`config.mk`:
```
export PLATFORM = sky130hd
export DESIGN_NAME = serial_operand_shifter
export DESIGN_NICKNAME = d
export VERILOG_FILES = /design/src/rtl/serial_operand_shifter.sv
export SDC_FILE = /design/constraint.sdc
export NUM_CORES = 1
export LEC_CHECK = 0
export CELL_PAD_IN_SITES_DETAIL_PLACEMENT = 1
export CELL_PAD_IN_SITES_GLOBAL_PLACEMENT = 2
export CORE_AREA = 8 8 113 74
export DETAILED_ROUTE_END_ITERATION = 10
export DIE_AREA = 0 0 121 82
export HOLD_SLACK_MARGIN = 0.12
export PLACE_DENSITY_LB_ADDON = 0.05
export SLEW_MARGIN = 40
export SYNTH_ARGS = -nofsm -noshare
export SYNTH_HDL_FRONTEND = slang
export SYNTH_SLANG_ARGS = --single-unit
```
`constraint.sdc`:
```
create_clock -name clock -period 1.4 [get_ports clock]
set_input_delay 0.28 -clock clock [delete_from_list [all_inputs] [get_ports clock]]
set_output_delay 0.28 -clock clock [all_outputs]
set_load 0.02 [all_outputs]
```
`src/rtl/serial_operand_shifter.sv`:
```
// serial_operand_shifter: parallel-to-serial shifter feeding a 4-operand serial adder, LSB first, with zero guard flush per frame
// Ports: clock/reset (sync, active-high); in_valid/in_ready handshake; op_a..op_d WIDTH-bit operands;
//        a,b,c,d serial bits; bit_valid marks frame bits; frame_first/frame_last mark bit 0 and final guard bit.
module serial_operand_shifter #(
  parameter int WIDTH = 8,
  parameter int GUARD = 2
) (
  input  logic             clock,
  input  logic             reset,
  input  logic             in_valid,
  output logic             in_ready,
  input  logic [WIDTH-1:0] op_a,
  input  logic [WIDTH-1:0] op_b,
  input  logic [WIDTH-1:0] op_c,
  input  logic [WIDTH-1:0] op_d,
  output logic             a,
  output logic             b,
  output logic             c,
  output logic             d,
  output logic             bit_valid,
  output logic             frame_first,
  output logic             frame_last
);
  localparam int CW = $clog2(WIDTH + GUARD);
  localparam logic [CW-1:0] DATA_END  = CW'(WIDTH - 1);
  localparam logic [CW-1:0] FRAME_END = CW'(WIDTH + GUARD - 1);
  localparam logic [CW-1:0] CLEAR_END = CW'(GUARD - 1);
  typedef enum logic [1:0] {CLEAR, IDLE, DATA, FLUSH} state_e;
  state_e state_q, state_d;
  logic [CW-1:0] cnt_q, cnt_d;
  logic [3:0][WIDTH-1:0] sh_q, sh_d;
  logic [3:0] bits_d;
  logic accept;
  // The counter tracks the bit index within a frame (and the CLEAR cycle count),
  // so the registered output flags are decoded from next-state values.
  always_comb begin
    accept = in_valid & in_ready;
    state_d = state_q;
    cnt_d = cnt_q + CW'(1);
    for (int i = 0; i < 4; i++) sh_d[i] = sh_q[i] >> 1;
    unique case (state_q)
      CLEAR: if (cnt_q == CLEAR_END) begin
        state_d = IDLE;
        cnt_d = '0;
      end
      IDLE: cnt_d = '0;
      DATA: if (cnt_q == DATA_END) state_d = FLUSH;
      FLUSH: if (cnt_q == FRAME_END) begin
        state_d = IDLE;
        cnt_d = '0;
      end
      default: state_d = CLEAR;
    endcase
    if (accept) begin
      state_d = DATA;
      cnt_d = '0;
      sh_d = {op_d, op_c, op_b, op_a};
    end
    for (int i = 0; i < 4; i++) bits_d[i] = (state_d == DATA) & sh_d[i][0];
  end
  always_ff @(posedge clock) begin
    if (reset) begin
      state_q <= CLEAR;
      cnt_q <= '0;
      sh_q <= '0;
      in_ready <= 1'b0;
      {d, c, b, a} <= '0;
      bit_valid <= 1'b0;
      frame_first <= 1'b0;
      frame_last <= 1'b0;
    end else begin
      state_q <= state_d;
      cnt_q <= cnt_d;
      sh_q <= sh_d;
      in_ready <= (state_d == IDLE) || (state_d == FLUSH && cnt_d == FRAME_END);
      {d, c, b, a} <= bits_d;
      bit_valid <= (state_d == DATA) || (state_d == FLUSH);
      frame_first <= (state_d == DATA) && (cnt_d == '0);
      frame_last <= (state_d == FLUSH) && (cnt_d == FRAME_END);
    end
  end
endmodule

```
==> results of run 1 <==
## routing by layer
metal	track usage [%]	wire length, µm	up-vias
met1	13.13	2473	599
met4	4.089	69	0
met3	2.608	176	8
li1	-	-	685
met5	0	0	-
met2	13.40	1784	31
## path summary, 6_finish.rpt
kind | start | to | slack [ns] | cells after the start
setup / recovery | cnt_q[0] | cnt_q[3] | 0.07 | 4
hold / removal | sh_q[12] | sh_q[11] | 0.44 | 2
setup reg to reg | cnt_q[0] | cnt_q[3] | 0.07 | 4
hold reg to reg | sh_q[12] | sh_q[11] | 0.44 | 2
## Yosys cell counts
master	number
nand3_1	2
nand2_1	54
o21ai_0	1
nand4b_1	1
nand3b_1	1
inv_1	1
nor2_1	5
xor2_1	2
or4b_4	1
nand4b_2	1
nor3b_1	4
or3b_1	1
nor4_1	1
and4b_1	1
buf_2	3
and2_1	2
buf_6	2
and4_2	1
dfxtp_1	42
clkbuf_1	7
nor3_1	1
and2b_1	1
a21oi_1	32
o31a_1	1
o21a_1	1
ha_1	2
nand4_1	5
nor2b_1	3
## cell families (layout without fill, tap and decap cells)
family	Yosys count	in the layout	share of synthesized area (%)
DFF	42	42	54.28
and+or+nand+nor	85	85	26.90
buffers and inverters	13	59	4.362
xor gates and xnor gates	2	2	1.131
adders and majority gates	2	2	1.615
AOI/OAI and AO/OA	35	35	11.71
## state kept, by name, summed over array words and instances, names as in the netlist
register / flops
frame_first: 1
a: 1
c: 1
b: 1
in_ready: 1
bit_valid: 1
cnt_q: 4
sh_q: 28
frame_last: 1
state_q: 2
d: 1
## area by class of cell
class	count	area (µm²)	area share, %
Timing Repair Buffer	50	508.0	22.62
Inverter	1	3.754	0.1671
Clock inverter	1	30.03	1.337
Sequential cell	42	845.8	37.66
Multi-Input combinational cell	124	668.1	29.75
Clock buffer	7	76.32	3.398
Tap cell	91	113.9	5.070
## power by group through the flow
stage | Sequential, mW | Combinational [mW] | Clock, mW
final | 1.48 | 0.907 | 0.942
after global routing | 1.50 | 1.01 | 1.05
after CTS | 1.46 | 0.890 | 0.984
after detailed placement | 1.48 | 0.868 | 0
after global placement | 1.49 | 0.854 | 0
after floorplan | 1.49 | 0.449 | 0
## repair_timing
| item | CTS | global route |
|---|---|---|
| hold endpoints to repair | 0 | 0 |
| resized for setup | 12 | 5 |
| endpoints found under the setup margin | 12 | 6 |
## critical path, stage by stage (launching register included)
cell and delay [ns]:
dfxtp_4 0.39, ha_4 0.14, or4b_4 0.49, nand4b_4 0.14, nor2_1 0.06
==> impl_metrics.csv, run 1 <==
group,metric,value,unit
outcome,outcome,"completed",
floorplan,coreArea,0.006817,mm²
cts,cts.sinks,42,
logic_synthesis,yosysSeqAreaShare,54.28,%
power,pwr-share-seq,44.4,%
cells_and_area,finalInstanceArea,0.002246,mm²
sta,hold_viol,0,
route,detail_route.drc_violations,0,
logic_synthesis,synth_nets,216,
setup_path,path_class,"flip-flop to flip-flop",
logic_synthesis,avgSynthCellArea,8.654,µm²
sta,rsz0062_at_grt,"no",
cells_and_area,nNetsFinal,261,
setup_path,end_kind,"flip-flop",
route,num_vias,1323,
cells_and_area,syn_to_final_growth,44.99,%
sta,slew_viol_final,0,
route,viasPerCell,4.187,
power,power_density,1481,mW/mm²
place,pre_cts_ws,-0.1331,ns
route,avgRoutedWirePerCell,14.25,µm
floorplan,start_util,22.72,%
sta,fin_ws,0.07023,ns
power,power_switching_share,29.11,%
route,drtAntennaViolNets,0,
cts,cts_buffer_depth,2,
cts,htreeDepth,2,
sta,finalCritPeriodShare,94.98,%
cells_and_area,fill_cells,787,
cts,cts_hold_buf,0,
cells_and_area,final_util,32.95,%
sta,fmax,752.0,MHz
logic_synthesis,ys_top_cells_by_area,"dfxtp_1 (54%), nand2_1 (13%), a21oi_1 (10%), nand4_1 (2.0%), nor3b_1 (1.9%)",
cts,numCtsBuffers,5,
logic_synthesis,yosys_warnings,0,
cells_and_area,drive_gt1_share,9.778,%
power,power,3.327,mW
sta,worst_pin_slew,0.3471,ns
place,place_congestion,0.7113,
setup_path,crit_required,1.58,ns
route,routed_wl,4.504,mm
setup_path,cp_data_arrival_time,1.51,ns
route,drt_iter0_markers,32,
place,placed_area,0.002117,mm²
place,dp.cells,308,
floorplan,chipHeight,82,µm
global_routing,antenna_found_initial,0,
cts,clk_pin_slew,0.08,ns
setup_path,path_max_fanout,5,
cells_and_area,antenna_cells,0,
power,internal_power,2.358,mW
floorplan,die_area,0.009922,mm²
sta,whs,0.4409,ns
floorplan,fp-row-count,24,
cts,postCtsSetupBuffers,0,
place,portBuffers,42,
power,clkPwrFrac,28.3,%
cells_and_area,layout.cells.non_filler,316,
power,max-vdd-ir-drop,0.4574,mV
global_routing,overflow,0,
cts,cts_root_buf,"clkbuf_8",
place,hpwl,3.267,mm
cells_and_area,final_cell_mix,"nand2_1 (54), dfxtp_1 (40), clkdlybuf4s50_1 (34)",
power,p_comb_share,27.3,%
sta,clock_skew,0.005696,ns
sta,setup-tns-final,0,ns
cts,clk_latency,0.29,ns
global_routing,grt_pass1_vias,1395,
job,max_cap_viol_count,0,
cts,cts_tree,"built",
global_routing,grt_start_max_net_pins,28,
logic_synthesis,syn_area,0.001549,mm²
route,firstDrtPassIters,3,
logic_synthesis,postSynthCellCount,179,
sta,setup_viol,0,
floorplan,io-pin-count,43,
setup_path,start_kind,"flip-flop",
hold_path,holdCritPathClass,"flip-flop to flip-flop",
global_routing,grtUsageTotal,9.463,%
cells_and_area,mostFrequentLayoutCell,"nand2_1",
logic_synthesis,synth_area_leader_cell,"dfxtp_1",
sta,slew_headroom,76.83,%
logic_synthesis,yosysTopAreaCellShare,54.28,%
power,switchingPower,0.9686,mW
floorplan,die_width,121,µm
power,p_leak,0.8189,nW
logic_synthesis,synth_cell_types,28,
sta,period_minus_slack,1.330,ns
logic_synthesis,synth.ff_latch_count,42,
global_routing,grt_pass1_wl,7.300,mm
(Power assumes the default switching activity.)
==> run 2: changes to the inputs <==
--- a/config.mk
+++ b/config.mk
@@ -7,9 +7,9 @@
 export LEC_CHECK = 0
 export CELL_PAD_IN_SITES_DETAIL_PLACEMENT = 1
 export CELL_PAD_IN_SITES_GLOBAL_PLACEMENT = 2
-export CORE_AREA = 8 8 113 74
+export CORE_AREA = 2 2 107 68
 export DETAILED_ROUTE_END_ITERATION = 10
-export DIE_AREA = 0 0 121 82
+export DIE_AREA = 0 0 109 70
 export HOLD_SLACK_MARGIN = 0.12
 export PLACE_DENSITY_LB_ADDON = 0.05
 export SLEW_MARGIN = 40
==> impl_metrics.csv, run 2 (synthesized netlist as in run 1, its figures left out) <==
group,metric,value,unit
cells_and_area,largest_reg_flops,28,
route,firstDrtPassIters,4,
global_routing,use_met3,4.108,%
route,drt_iter0_markers,57,
route,detail_route.drc_violations,0,
cells_and_area,largest_register,"sh_q",
route,viasPerCell,4.315,
global_routing,grtUsageTotal,12.55,%
sta,worst_pin_slew,0.3637,ns
place,placed_area,0.002142,mm²
cts,cts_hold_buf,0,
cells_and_area,antenna_cells,0,
power,power_switching_share,30.72,%
place,portBuffers,42,
setup_path,path_class,"flip-flop to flip-flop",
global_routing,antenna_found_initial,0,
power,max-vdd-ir-drop,0.3605,mV
cts,htreeDepth,2,
power,p_leak,0.8344,nW
sta,slew_viol_final,0,
hold_path,holdCritPathClass,"flip-flop to flip-flop",
cts,postCtsSetupBuffers,0,
cts,cts_root_buf,"clkbuf_8",
global_routing,grt_busiest_layer,"met2",
cells_and_area,final_cell_mix,"nand2_1 (54), dfxtp_1 (40), clkdlybuf4s50_1 (34)",
setup_path,end_kind,"flip-flop",
power,internal_power,2.250,mW
job,max_cap_viol_count,0,
hold_path,hold_path_depth,2,
cts,cts.sinks,42,
floorplan,die_area,0.007630,mm²
setup_path,start_kind,"flip-flop",
sta,finalCritPeriodShare,95.40,%
sta,setup-tns-final,0,ns
cells_and_area,syn_to_final_growth,46.12,%
setup_path,crit_required,1.59,ns
sta,rsz0062_at_grt,"no",
sta,hold_viol,0,
floorplan,start_util,22.72,%
power,switchingPower,0.9978,mW
global_routing,overflow,0,
cells_and_area,nNetsFinal,266,
cells_and_area,mostFrequentLayoutCell,"nand2_1",
global_routing,use_met1,16.86,%
floorplan,fp-row-count,24,
cts,cts_buffer_depth,2,
power,pwr-share-seq,45.7,%
sta,period_minus_slack,1.336,ns
place,place_congestion,0.6842,
sta,setup_viol,0,
global_routing,use_met2,18.63,%
cells_and_area,drive_gt1_share,13.04,%
setup_path,slowest_stage,"dfxtp_2",
cts,clk_pin_slew,0.08,ns
route,drtAntennaViolNets,0,
sta,clock_skew,0.004863,ns
place,dp.cells,313,
global_routing,grt_start_max_net_pins,25,
route,routed_wl,4.449,mm
sta,slew_headroom,75.75,%
floorplan,io-pin-count,43,
route,avgRoutedWirePerCell,13.86,µm
power,p_comb_share,29.3,%
sta,fmax,748.7,MHz
cells_and_area,finalInstanceArea,0.002263,mm²
power,clkPwrFrac,25.0,%
sta,fin_ws,0.06441,ns
cells_and_area,final_util,33.20,%
setup_path,critical_path.cell_chain,"ha_2, xor2_2, nor4_2, buf_4, o31a_1",
cts,cts_tree,"built",
setup_path,path_max_fanout,4,
cells_and_area,layout.cells.non_filler,321,
setup_path,reg2reg_slack,0.06,ns
power,power_density,1435,mW/mm²
cells_and_area,largestRegisters,"sh_q: 28 flops, cnt_q: 4 flops, state_q: 2 flops",
global_routing,grt_pass1_vias,1466,
setup_path,cp_data_arrival_time,1.52,ns
setup_path,ff2ff_path_depth,5,
floorplan,coreArea,0.006817,mm²
place,pre_cts_ws,-0.1321,ns
floorplan,die_width,109,µm
global_routing,grt_pass1_wl,7.265,mm
setup_path,max_stage_delay,0.39,ns
place,hpwl,3.162,mm
outcome,outcome,"completed",
route,num_vias,1385,
cts,cts_resized,12,
cts,clk_latency,0.29,ns
floorplan,chipHeight,70,µm
cts,numCtsBuffers,5,
==> run 2: area by class of cell <==
type	count	area (µm²)
fill	777	4553
sequential	42	843.3
multi-input combinational	124	678.2
timing repair buffer	55	533.0
tap	91	113.9
clock buffer	7	86.33
clock inverter	1	5.005
inverter	1	3.754
==> run 2: critical path, delay by kind of cell (launching register included) <==
family | cells | cell delay (ns)
compound gates | 1 | 0.22
xor+xnor | 1 | 0.19
fa+ha+maj | 1 | 0.23
buf+inv | 1 | 0.13
flops | 1 | 0.39
simple gates | 1 | 0.07
==> run 2: power groups by stage <==
stage | clock network, mW | registers [mW] | logic (mW)
4_1_cts | 0.857 | 1.47 | 0.910
2_1_floorplan | 0 | 1.49 | 0.449
6_report | 0.812 | 1.48 | 0.951
5_1_grt | 0.903 | 1.51 | 1.06
3_3_place_gp | 0 | 1.49 | 0.886
3_5_place_dp | 0 | 1.50 | 0.916
==> run 2: metrics by stage <==
step / hold slack [ns] / power, mW
2_1_floorplan: 0.4128 / 1.937
4_1_cts: 0.4454 / 3.242
3_3_place_gp: 0.4256 / 2.373
5_1_grt: 0.4714 / 3.471
6_report: 0.4404 / 3.248
3_5_place_dp: 0.4306 / 2.412
==> run 2: final timing paths <==
| kind | endpoint | start |
|---|---|---|
| worst min register to register | sh_q[26] | sh_q[27] |
| worst max register to register | in_ready | cnt_q[0] |
| worst max-delay path | in_ready | cnt_q[0] |
| worst min-delay path | sh_q[26] | sh_q[27] |
==> run 2: metal layers <==
layer	wire length (µm)	share of wire (%)
met4	61	1.4
met1	2234	50
met5	0	0
met3	259	5.8
met2	1894	43
==> run 3: changes to the inputs <==
--- a/config.mk
+++ b/config.mk
@@ -5,11 +5,12 @@
 export SDC_FILE = /design/constraint.sdc
 export NUM_CORES = 1
 export LEC_CHECK = 0
+export ABC_AREA = 1
 export CELL_PAD_IN_SITES_DETAIL_PLACEMENT = 1
 export CELL_PAD_IN_SITES_GLOBAL_PLACEMENT = 2
-export CORE_AREA = 2 2 107 68
+export CORE_AREA = 2 2 110 69
 export DETAILED_ROUTE_END_ITERATION = 10
-export DIE_AREA = 0 0 109 70
+export DIE_AREA = 0 0 112 71
 export HOLD_SLACK_MARGIN = 0.12
 export PLACE_DENSITY_LB_ADDON = 0.05
 export SLEW_MARGIN = 40
==> impl_metrics.csv, run 3 <==
group,metric,value,unit
logic_synthesis,synth_nets,238,
setup_path,path_max_fanout,6,
sta,fmax,752.1,MHz
cells_and_area,final_util,35.13,%
sta,slew_headroom,80.68,%
route,viasPerCell,4.075,
route,drt_iter0_markers,61,
global_routing,grt_start_max_net_pins,28,
setup_path,start_kind,"flip-flop",
cts,cts_hold_buf,0,
sta,finalCritPeriodShare,94.97,%
cells_and_area,syn_to_final_growth,51.77,%
power,power,4.112,mW
cts,cts.sinks,42,
logic_synthesis,yosys_warnings,0,
cells_and_area,layout.cells.non_filler,346,
hold_path,holdCritPathClass,"flip-flop to flip-flop",
cells_and_area,drive_gt1_share,20.78,%
place,portBuffers,42,
sta,worst_pin_slew,0.2895,ns
logic_synthesis,ys_top_cells_by_area,"dfxtp_1 (52%), nor2_1 (15%), o21ai_0 (7.4%), nand2_2 (2.7%), nand2_1 (2.5%)",
cells_and_area,nNetsFinal,291,
job,max_cap_viol_count,0,
route,avgRoutedWirePerCell,13.44,µm
sta,period_minus_slack,1.330,ns
logic_synthesis,synth_commonest_cells,"nor2_1 (66), dfxtp_1 (42), o21ai_0 (24)",
power,power_density,1666,mW/mm²
logic_synthesis,synth_area_leader_cell,"dfxtp_1",
setup_path,path_class,"flip-flop to flip-flop",
setup_path,r2r-end,"in_ready",
floorplan,io-pin-count,43,
global_routing,grtUsageTotal,12.36,%
route,firstDrtPassIters,4,
cts,cts_buffer_depth,2,
setup_path,crit_required,1.63,ns
global_routing,grt_pass1_vias,1506,
cts,clk_latency,0.28,ns
logic_synthesis,synth_cell_types,20,
sta,rsz0062_at_grt,"yes",
cells_and_area,antenna_cells,0,
logic_synthesis,yosysTopAreaCellShare,51.69,%
logic_synthesis,synth_mux_area_share,2.462,%
global_routing,antenna_found_initial,0,
setup_path,critical_path.cell_chain,"inv_2, ha_4, inv_2, nor2_4, nand2_2, nand2_4, nand2_8, nand2_4, nand2_2, nor2_1, nand2_1, nand2_1",
cells_and_area,final_cell_mix,"nor2_1 (65), dfxtp_1 (40), clkdlybuf4s50_1 (34)",
sta,setup_viol,0,
sta,clock_skew,0.005850,ns
sta,hold_viol,0,
cells_and_area,largestRegisters,"sh_q: 28 flops, cnt_q: 4 flops, state_q: 2 flops",
cts,numCtsBuffers,5,
logic_synthesis,synth_edf_count,0,
cells_and_area,finalInstanceArea,0.002469,mm²
cts,clk_pin_slew,0.06,ns
cts,htreeDepth,2,
floorplan,start_util,23.15,%
floorplan,die_width,112,µm
global_routing,grt_pass1_wl,7.672,mm
place,dp.cells,338,
logic_synthesis,synth-simple-area-share,30.38,%
global_routing,overflow,0,
cts,cts_root_buf,"clkbuf_16",
setup_path,reg2reg_slack,0.07,ns
floorplan,coreArea,0.007027,mm²
hold_path,hold_start,"sh_q[5]",
cells_and_area,largest_reg_flops,28,
setup_path,cp_data_arrival_time,1.56,ns
setup_path,r2r_start,"cnt_q[1]",
floorplan,die_area,0.007952,mm²
setup_path,max_stage_delay,0.34,ns
hold_path,hold_path_depth,2,
logic_synthesis,yosysSeqAreaShare,51.69,%
route,num_vias,1410,
place,pre_cts_ws,-0.1146,ns
place,hpwl,3.484,mm
logic_synthesis,syn_area,0.001627,mm²
logic_synthesis,synth_compound_area_share,8.231,%
sta,whs,0.4543,ns
outcome,outcome,"completed",
floorplan,chipHeight,71,µm
sta,setup-tns-final,0,ns
logic_synthesis,avgSynthCellArea,8.092,µm²
power,max-vdd-ir-drop,0.5141,mV
logic_synthesis,ys_async_sr_fraction,0,%
route,drtAntennaViolNets,0,
route,detail_route.drc_violations,0,
place,placed_area,0.002241,mm²
place,place_congestion,0.8009,
setup_path,end_kind,"flip-flop",
floorplan,fp-row-count,24,
logic_synthesis,yosys.area_share.adder,1.538,%
sta,slew_viol_final,0,
logic_synthesis,synthMostInstantiatedCell,"nor2_1",
cts,postCtsSetupBuffers,0,
logic_synthesis,postSynthCellCount,201,
logic_synthesis,synth_xor_area_share,0.5385,%
setup_path,ff2ff_path_depth,12,
sta,fin_ws,0.07035,ns
logic_synthesis,synthFlopType,"dfxtp_1",
cts,cts_tree,"built",
logic_synthesis,synth_top_family_by_area,"simple AND/OR/NAND/NOR gates",
cells_and_area,largest_register,"sh_q",
hold_path,hold_end,"sh_q[4]",
power,p_leak,1.038,nW
cells_and_area,mostFrequentLayoutCell,"nor2_1",
setup_path,slowest_stage,"dfxtp_2",
route,routed_wl,4.649,mm
logic_synthesis,synth.ff_latch_count,42,
-- run 3: cell types whose count changed in the layout (fill, tap and decap cells not counted), moves of 5 or more --
cell	before	now
o21ai_0	0	24
nor2_1	5	65
inv_1	0	8
clkbuf_16	0	5
clkbuf_8	6	0
a21oi_1	32	1
nand2_2	0	7
nand2_1	54	9
-- run 3: worst max path at each step --
| stage | start | to | slack, ns | cells after the start |
|---|---|---|---|---|
| after global placement | in_valid | in_ready | -0.10 | 9 |
| final | cnt_q[1] | in_ready | 0.07 | 12 |
| after detailed placement | in_valid | d | -0.11 | 5 |
| after global routing | cnt_q[1] | in_ready | -0.02 | 12 |
| after CTS | cnt_q[0] | in_ready | 0.04 | 10 |
| after floorplan | cnt_q[0] | in_ready | 0.18 | 11 |
-- run 3: area by class of cell --
type,instances,area [µm²]
fill,821,4558
sequential,42,845.8
multi-input combinational,138,765.7
timing repair buffer,54,529.3
clock buffer,5,125.1
tap,91,113.9
inverter,13,48.80
clock inverter,3,40.04
-- run 3: cell families (layout without fill, tap and decap cells) --
family	count (synthesis)	after routing
simple gates	105	105
flops	42	42
compound gates	26	26
buf+inv	21	75
mux	4	4
fa+ha+maj	2	2
xor+xnor	1	1
-- run 3: report_power, final --
| group | switching (mW) | total (mW) | internal (mW) |
|---|---|---|---|
| combinational | 0.738 | 1.28 | 0.540 |
| clock | 0.451 | 1.29 | 0.834 |
| sequential | 0.119 | 1.55 | 1.43 |
-- run 3: metal layers --
metal	routed length, µm	vias up	global-route usage (%)
met4	34	0	3.388
met5	0	-	0
met3	211	2	3.685
met2	1754	32	16.43
li1	-	744	-
met1	2649	632	19.06
-- run 3: what timing repair did --
action                                  in CTS  in global routing
resized for setup                           10                 17
endpoints found under the setup margin      12                 10
pin swaps                                    0                  8
-- run 3: worst max-delay path, delay by kind of cell (launching register included) --
kind | cells | cell delay [ns]
AND/OR/NAND/NOR | 9 | 0.68
flip-flops | 1 | 0.34
buffers and inverters | 2 | 0.12
adder cells (fa/ha/maj) | 1 | 0.14
